## config.mk

```make
export PLATFORM = sky130hd
export DESIGN_NAME = bcd_serial_addsub
export DESIGN_NICKNAME = d
export VERILOG_FILES = /design/src/rtl/bcd_serial_addsub.sv
export SDC_FILE = /design/constraint.sdc
export NUM_CORES = 1
export LEC_CHECK = 0
export CAP_MARGIN = 20
export CELL_PAD_IN_SITES_DETAIL_PLACEMENT = 1
export CELL_PAD_IN_SITES_GLOBAL_PLACEMENT = 1
export CORE_UTILIZATION = 41
export CTS_BUF_LIST = sky130_fd_sc_hd__clkbuf_4 sky130_fd_sc_hd__clkbuf_8 sky130_fd_sc_hd__clkbuf_16
export CTS_CLUSTER_DIAMETER = 100
export DETAILED_ROUTE_END_ITERATION = 16
export MAX_ROUTING_LAYER = met4
export PLACE_DENSITY_LB_ADDON = 0.1
export SLEW_MARGIN = 10
export SYNTH_ARGS = -nofsm -noshare
export SYNTH_HDL_FRONTEND = slang
export SYNTH_SLANG_ARGS = --single-unit
```

## constraint.sdc

```tcl
create_clock -name clk -period 10.6 [get_ports clk]
set_input_delay 3.18 -clock clk [delete_from_list [all_inputs] [get_ports clk]]
set_output_delay 3.18 -clock clk [all_outputs]
set_load 0.02 [all_outputs]
```

## src/rtl/bcd_serial_addsub.sv

```systemverilog
// Digit-serial packed-BCD adder/subtractor, one digit per clock, least significant digit first.
// A negative difference is returned as its magnitude, produced by a ten's-complement pass over the sum.
module bcd_serial_addsub #(
  parameter int DIGITS = 3
) (
  input  logic                  clk,
  input  logic                  rst,
  input  logic                  start,
  input  logic                  mode,
  input  logic                  cin,
  input  logic [4*DIGITS-1:0]   a,
  input  logic [4*DIGITS-1:0]   b,
  output logic                  ready,
  output logic                  done,
  output logic [4*DIGITS-1:0]   sum,
  output logic                  cout,
  output logic                  neg,
  output logic                  err
);

  localparam int W    = 4 * DIGITS;
  localparam int IDXW = (DIGITS > 1) ? $clog2(DIGITS) : 1;
  localparam logic [IDXW-1:0] LAST_IDX = IDXW'(DIGITS - 1);

  typedef enum logic [1:0] {
    S_IDLE,
    S_ADD,
    S_FIX,
    S_DONE
  } state_t;

  state_t          state_q, state_d;
  logic [IDXW-1:0] idx_q, idx_d;
  logic            carry_q, carry_d;
  logic            mode_q, mode_d;
  logic [W-1:0]    a_q, a_d;
  logic [W-1:0]    b_q, b_d;
  logic [W-1:0]    sum_q, sum_d;
  logic            cout_q, cout_d;
  logic            neg_q, neg_d;
  logic            err_q, err_d;

  logic [DIGITS-1:0] nib_bad;
  logic [3:0]        a_dig [DIGITS];
  logic [3:0]        b_dig [DIGITS];
  logic [3:0]        s_dig [DIGITS];

  generate
    for (genvar gi = 0; gi < DIGITS; gi++) begin : g_dig
      assign a_dig[gi]   = a_q[4*gi +: 4];
      assign b_dig[gi]   = b_q[4*gi +: 4];
      assign s_dig[gi]   = sum_q[4*gi +: 4];
      assign nib_bad[gi] = (a_dig[gi] > 4'd9) || (b_dig[gi] > 4'd9);
    end
  endgenerate

  // Returns {carry, digit}: any raw digit sum above 9 is pushed back into 0..9 by adding 6.
  function automatic logic [4:0] bcd_norm(input logic [4:0] t);
    logic [4:0] adj;
    adj = t + 5'd6;
    if (t > 5'd9) begin
      return {1'b1, adj[3:0]};
    end
    return {1'b0, t[3:0]};
  endfunction

  logic [3:0]   a_sel, b_sel, s_sel, bd, wr_digit;
  logic [4:0]   add_t, fix_t, add_r, fix_r;
  logic [W-1:0] sum_wr;

  always_comb begin
    a_sel = '0;
    b_sel = '0;
    s_sel = '0;
    for (int i = 0; i < DIGITS; i++) begin
      if (idx_q == IDXW'(i)) begin
        a_sel = a_dig[i];
        b_sel = b_dig[i];
        s_sel = s_dig[i];
      end
    end
  end

  // Subtraction adds the nine's complement of B; the initial carry supplies the +1.
  assign bd       = mode_q ? (4'd9 - b_sel) : b_sel;
  assign add_t    = {1'b0, a_sel} + {1'b0, bd} + {4'b0000, carry_q};
  assign fix_t    = {1'b0, 4'd9 - s_sel} + {4'b0000, carry_q};
  assign add_r    = bcd_norm(add_t);
  assign fix_r    = bcd_norm(fix_t);
  assign wr_digit = (state_q == S_FIX) ? fix_r[3:0] : add_r[3:0];

  always_comb begin
    sum_wr = sum_q;
    for (int i = 0; i < DIGITS; i++) begin
      if (idx_q == IDXW'(i)) begin
        sum_wr[4*i +: 4] = wr_digit;
      end
    end
  end

  always_comb begin
    state_d = state_q;
    idx_d   = idx_q;
    carry_d = carry_q;
    mode_d  = mode_q;
    a_d     = a_q;
    b_d     = b_q;
    sum_d   = sum_q;
    cout_d  = cout_q;
    neg_d   = neg_q;
    err_d   = err_q;

    case (state_q)
      S_IDLE: begin
        if (start) begin
          a_d     = a;
          b_d     = b;
          mode_d  = mode;
          idx_d   = '0;
          carry_d = mode ? ~cin : cin;
          sum_d   = '0;
          cout_d  = 1'b0;
          neg_d   = 1'b0;
          err_d   = 1'b0;
          state_d = S_ADD;
        end
      end

      S_ADD: begin
        // Operand validity is judged on the latched copy during the first digit slot.
        if ((idx_q == '0) && (|nib_bad)) begin
          err_d   = 1'b1;
          state_d = S_DONE;
        end else begin
          sum_d = sum_wr;
          if (idx_q == LAST_IDX) begin
            if (!mode_q) begin
              cout_d  = add_r[4];
              state_d = S_DONE;
            end else if (add_r[4]) begin
              cout_d  = 1'b1;
              neg_d   = 1'b0;
              state_d = S_DONE;
            end else begin
              cout_d  = 1'b0;
              neg_d   = 1'b1;
              idx_d   = '0;
              carry_d = 1'b1;
              state_d = S_FIX;
            end
          end else begin
            idx_d   = idx_q + IDXW'(1);
            carry_d = add_r[4];
          end
        end
      end

      S_FIX: begin
        sum_d = sum_wr;
        if (idx_q == LAST_IDX) begin
          state_d = S_DONE;
        end else begin
          idx_d   = idx_q + IDXW'(1);
          carry_d = fix_r[4];
        end
      end

      S_DONE: begin
        state_d = S_IDLE;
      end

      default: begin
        state_d = S_IDLE;
      end
    endcase
  end

  always_ff @(posedge clk) begin
    if (rst) begin
      state_q <= S_IDLE;
      idx_q   <= '0;
      carry_q <= 1'b0;
      mode_q  <= 1'b0;
      a_q     <= '0;
      b_q     <= '0;
      sum_q   <= '0;
      cout_q  <= 1'b0;
      neg_q   <= 1'b0;
      err_q   <= 1'b0;
    end else begin
      state_q <= state_d;
      idx_q   <= idx_d;
      carry_q <= carry_d;
      mode_q  <= mode_d;
      a_q     <= a_d;
      b_q     <= b_d;
      sum_q   <= sum_d;
      cout_q  <= cout_d;
      neg_q   <= neg_d;
      err_q   <= err_d;
    end
  end

  assign ready = (state_q == S_IDLE);
  assign done  = (state_q == S_DONE);
  assign sum   = sum_q;
  assign cout  = cout_q;
  assign neg   = neg_q;
  assign err   = err_q;

endmodule

```

==> run metrics <==
Post-CTS Setup Bufs=0; r2r setup slk=5.90 ns; worst vdd rail ir drop=156 uV; Max-slew headroom=0.413; Die X=around 87 um; min-delay src=b_q[8]; Min Clock Period, post-route=between 4 and 5 ns; DP Wirelength=~6300 um; FF-to-FF End=sum[5]; die footprint=7610 um2; area grow syn2layout=20.6%; post-synthesis sequential area ratio=0.303; post_cts resized=0; LEAKAGE=1.38 nW; Final Hold Fails=0; Power Density=264 nW/um2; IO Pins=46; routed len/inst=16.6 um; Worst-path clk slew=0.08 ns; Remaining Overflow, GRT=0; Hold Crit Class=reg -> reg; Final GP Congestion=~0.9; hold path depth=2; first-pass GRT wire length=roughly 15000 um; Num CTS Buffers=5; CTS tree=yes; Root Driver=clkbuf_8; main combinational cell family by area after synthesis=compound AO/OA/AOI/OAI gates; worst reg2reg path depth=16; vias in the first global route=roughly 3000; kind of critical path=reg -> out; ANT cells=0; initial DRC count=roughly 140; vias=2960; core area=6910 um2; ys async rst share=0; fillers=889; initial antenna violation count=0; RSZ-0062 raised after global routing=no; final setup TNS=0 ns; layout cell share with drive strength beyond 1=0.0396; total power=~0.95 mW; post-synthesis simple-gate area fraction=0.235; DRT Pass-1 Iters=4; CTS max path bufs=2; Post-Syn Instances=a little under 400; DR vias/cell=5.64; H-tree depth=2; # DRC=0; Synth Flop Type=dfxtp_1; f_max=0.204 GHz; Crit path required time=7.42 ns; register bit total from synthesis=45; Total Routing Usage GR=0.251; post-synthesis adder-cell area fraction=0.0975; Slew @ Worst Pin=0.881 ns; CP Data Arrival Time=1.71 ns; clk_skew=0.00672 ns; xor and xnor area share after synthesis=0.0147; area occupied by multi-input gates=1930 um2; starting density of the core=0.431; Rows=30; mux share of post-synthesis cell area=0.0273; antenna viol nets, final=0; Post-Syn Nets=446; port bufs=45; Crit Path Max Fanout=7; crit start category=flip-flop; Synth Area per Inst=7.54 um2; Final setup viols=0; Ys Warns=0; R2R Path Start=idx_q[1]; Reg area=roughly 900 um2; endpoint class of the critical path=primary output; # Max-Cap Violations=0; Die Span Y=87.2 um; Slew Viols, Final=0; complex-gate fraction of the synthesized area=0.272; synthesized cell area=~3000 um2; Worst Hold Path EP=b_q[8]; clk_lat worst skew=0.30 ns; post-route clock period utilization=0.461; Clock Sinks=45; CTS Hold Bufs=0; outcome=complete, no violations; Post-synth EDFFs=0; nets=480; final wirelength=8740 um; pin count of the biggest net entering global routing=48; count of different cell masters after synthesis=56
## where the power goes
part / switching [mW] / leakage [nW] / internal, mW
Sequential: 0.0314 / 0.367 / 0.208
Clock: 0.0594 / 0.0540 / 0.0686
Combinational: 0.361 / 0.962 / 0.222
Total: 0.451 / 1.38 / 0.498
## kinds of logic (layout without fill, tap and decap cells)
family	after synthesis	count (layout)
buf+inv	40	74
fa+ha+maj	22	22
xor+xnor	5	5
simple gates	147	147
compound gates	128	128
flops	45	45
mux	8	8
## state kept, by name, summed over array words and instances (netlist names)
signal   cells
sum         12
idx_q        2
a_q         12
mode_q       1
neg          1
err          1
cout         1
state_q      2
b_q         12
carry_q      1
## layer usage
layer | vias up | wire length [um] | track usage
li1 | 1466 | - | -
met4 | 0 | 99 | 0.0671
met2 | 53 | 4090 | 0.419
met5 | - | 0 | -
met3 | 11 | 251 | 0.0227
met1 | 1430 | 4300 | 0.325
## worst max-delay path, cell delays in order (launching register included)
cell	delay [ns]
dfxtp_1	0.36
inv_1	0.12
ha_1	0.29
clkdlybuf4s50_1	0.65
## cell type report
cell class                      count  share of cell area
Sequential cell                    45               0.251
Clock inverter                      2             0.00975
Clock buffer                        5              0.0192
Multi-Input combinational cell    310               0.536
Timing Repair Buffer               47               0.130
Inverter                           20              0.0209
Tap cell                           96              0.0334
## stage by stage
| step | hold slack, ns | area, um2 | worst slack, ns | util | std cells |
|---|---|---|---|---|---|
| final | 0.461 | 3590 | 5.71 | 0.520 | 525 |
| after global routing | 0.485 | 3590 | 5.56 | 0.520 | 525 |
| after CTS | 0.459 | 3590 | 5.69 | 0.520 | 525 |
| after detailed placement | 0.447 | 3490 | 5.65 | 0.505 | 518 |
| after global placement | 0.442 | 3490 | 5.71 | 0.505 | 518 |
| after floorplan | 0.432 | 2980 | 6.52 | - | 395 |
## layout by cell type (no fill, tap or decap), types with 11 or more instances in the layout
cell type | netlist | routed
a21oi_1 | 54 | 54
and3_1 | 11 | 11
clkdlybuf4s50_1 | 0 | 45
dfxtp_1 | 45 | 45
ha_1 | 20 | 20
inv_1 | 19 | 19
nand2_1 | 75 | 75
nand3b_1 | 12 | 12
nor2_1 | 20 | 20
o21ai_0 | 17 | 17
o21ai_1 | 15 | 15
## Yosys cell counts, types with 2 or more instances
cell type	instances	area [um2]
a211o_1	2	17.5
ha_1	20	250
a211oi_2	2	25.0
clkbuf_1	20	75.1
o21ai_1	15	75.1
o21ai_0	17	85.1
nor2_1	20	75.1
mux2i_1	7	70.1
xnor2_1	4	35.0
o22ai_1	2	12.5
dfxtp_1	45	901
nor3_1	4	20.0
a21oi_1	54	270
a211oi_1	4	30.0
nand4_1	3	18.8
o221ai_1	2	17.5
a311oi_1	3	26.3
fa_1	2	40.0
a2111oi_0	2	17.5
nand3b_1	12	90.1
o21a_1	3	22.5
nor2b_1	5	31.3
nand2b_1	4	25.0
and2_1	4	25.0
inv_1	19	71.3
nand2_1	75	282
and3_1	11	68.8
or3_1	2	12.5
a21boi_0	2	15.0
o31ai_1	4	30.0
## worst max-delay path by stage
| stage | start | endpoint | slack (ns) | cells after the start |
|---|---|---|---|---|
| 2_1_floorplan | start | sum[4] | 6.52 | 6 |
| 4_1_cts | state_q[0] | ready | 5.69 | 3 |
| 6_report | state_q[0] | ready | 5.71 | 3 |
| 5_1_grt | idx_q[0] | sum[6] | 5.56 | 15 |
| 3_3_place_gp | start | cout | 5.71 | 5 |
| 3_5_place_dp | start | cout | 5.65 | 5 |
Power figures use the tool's default switching activity.
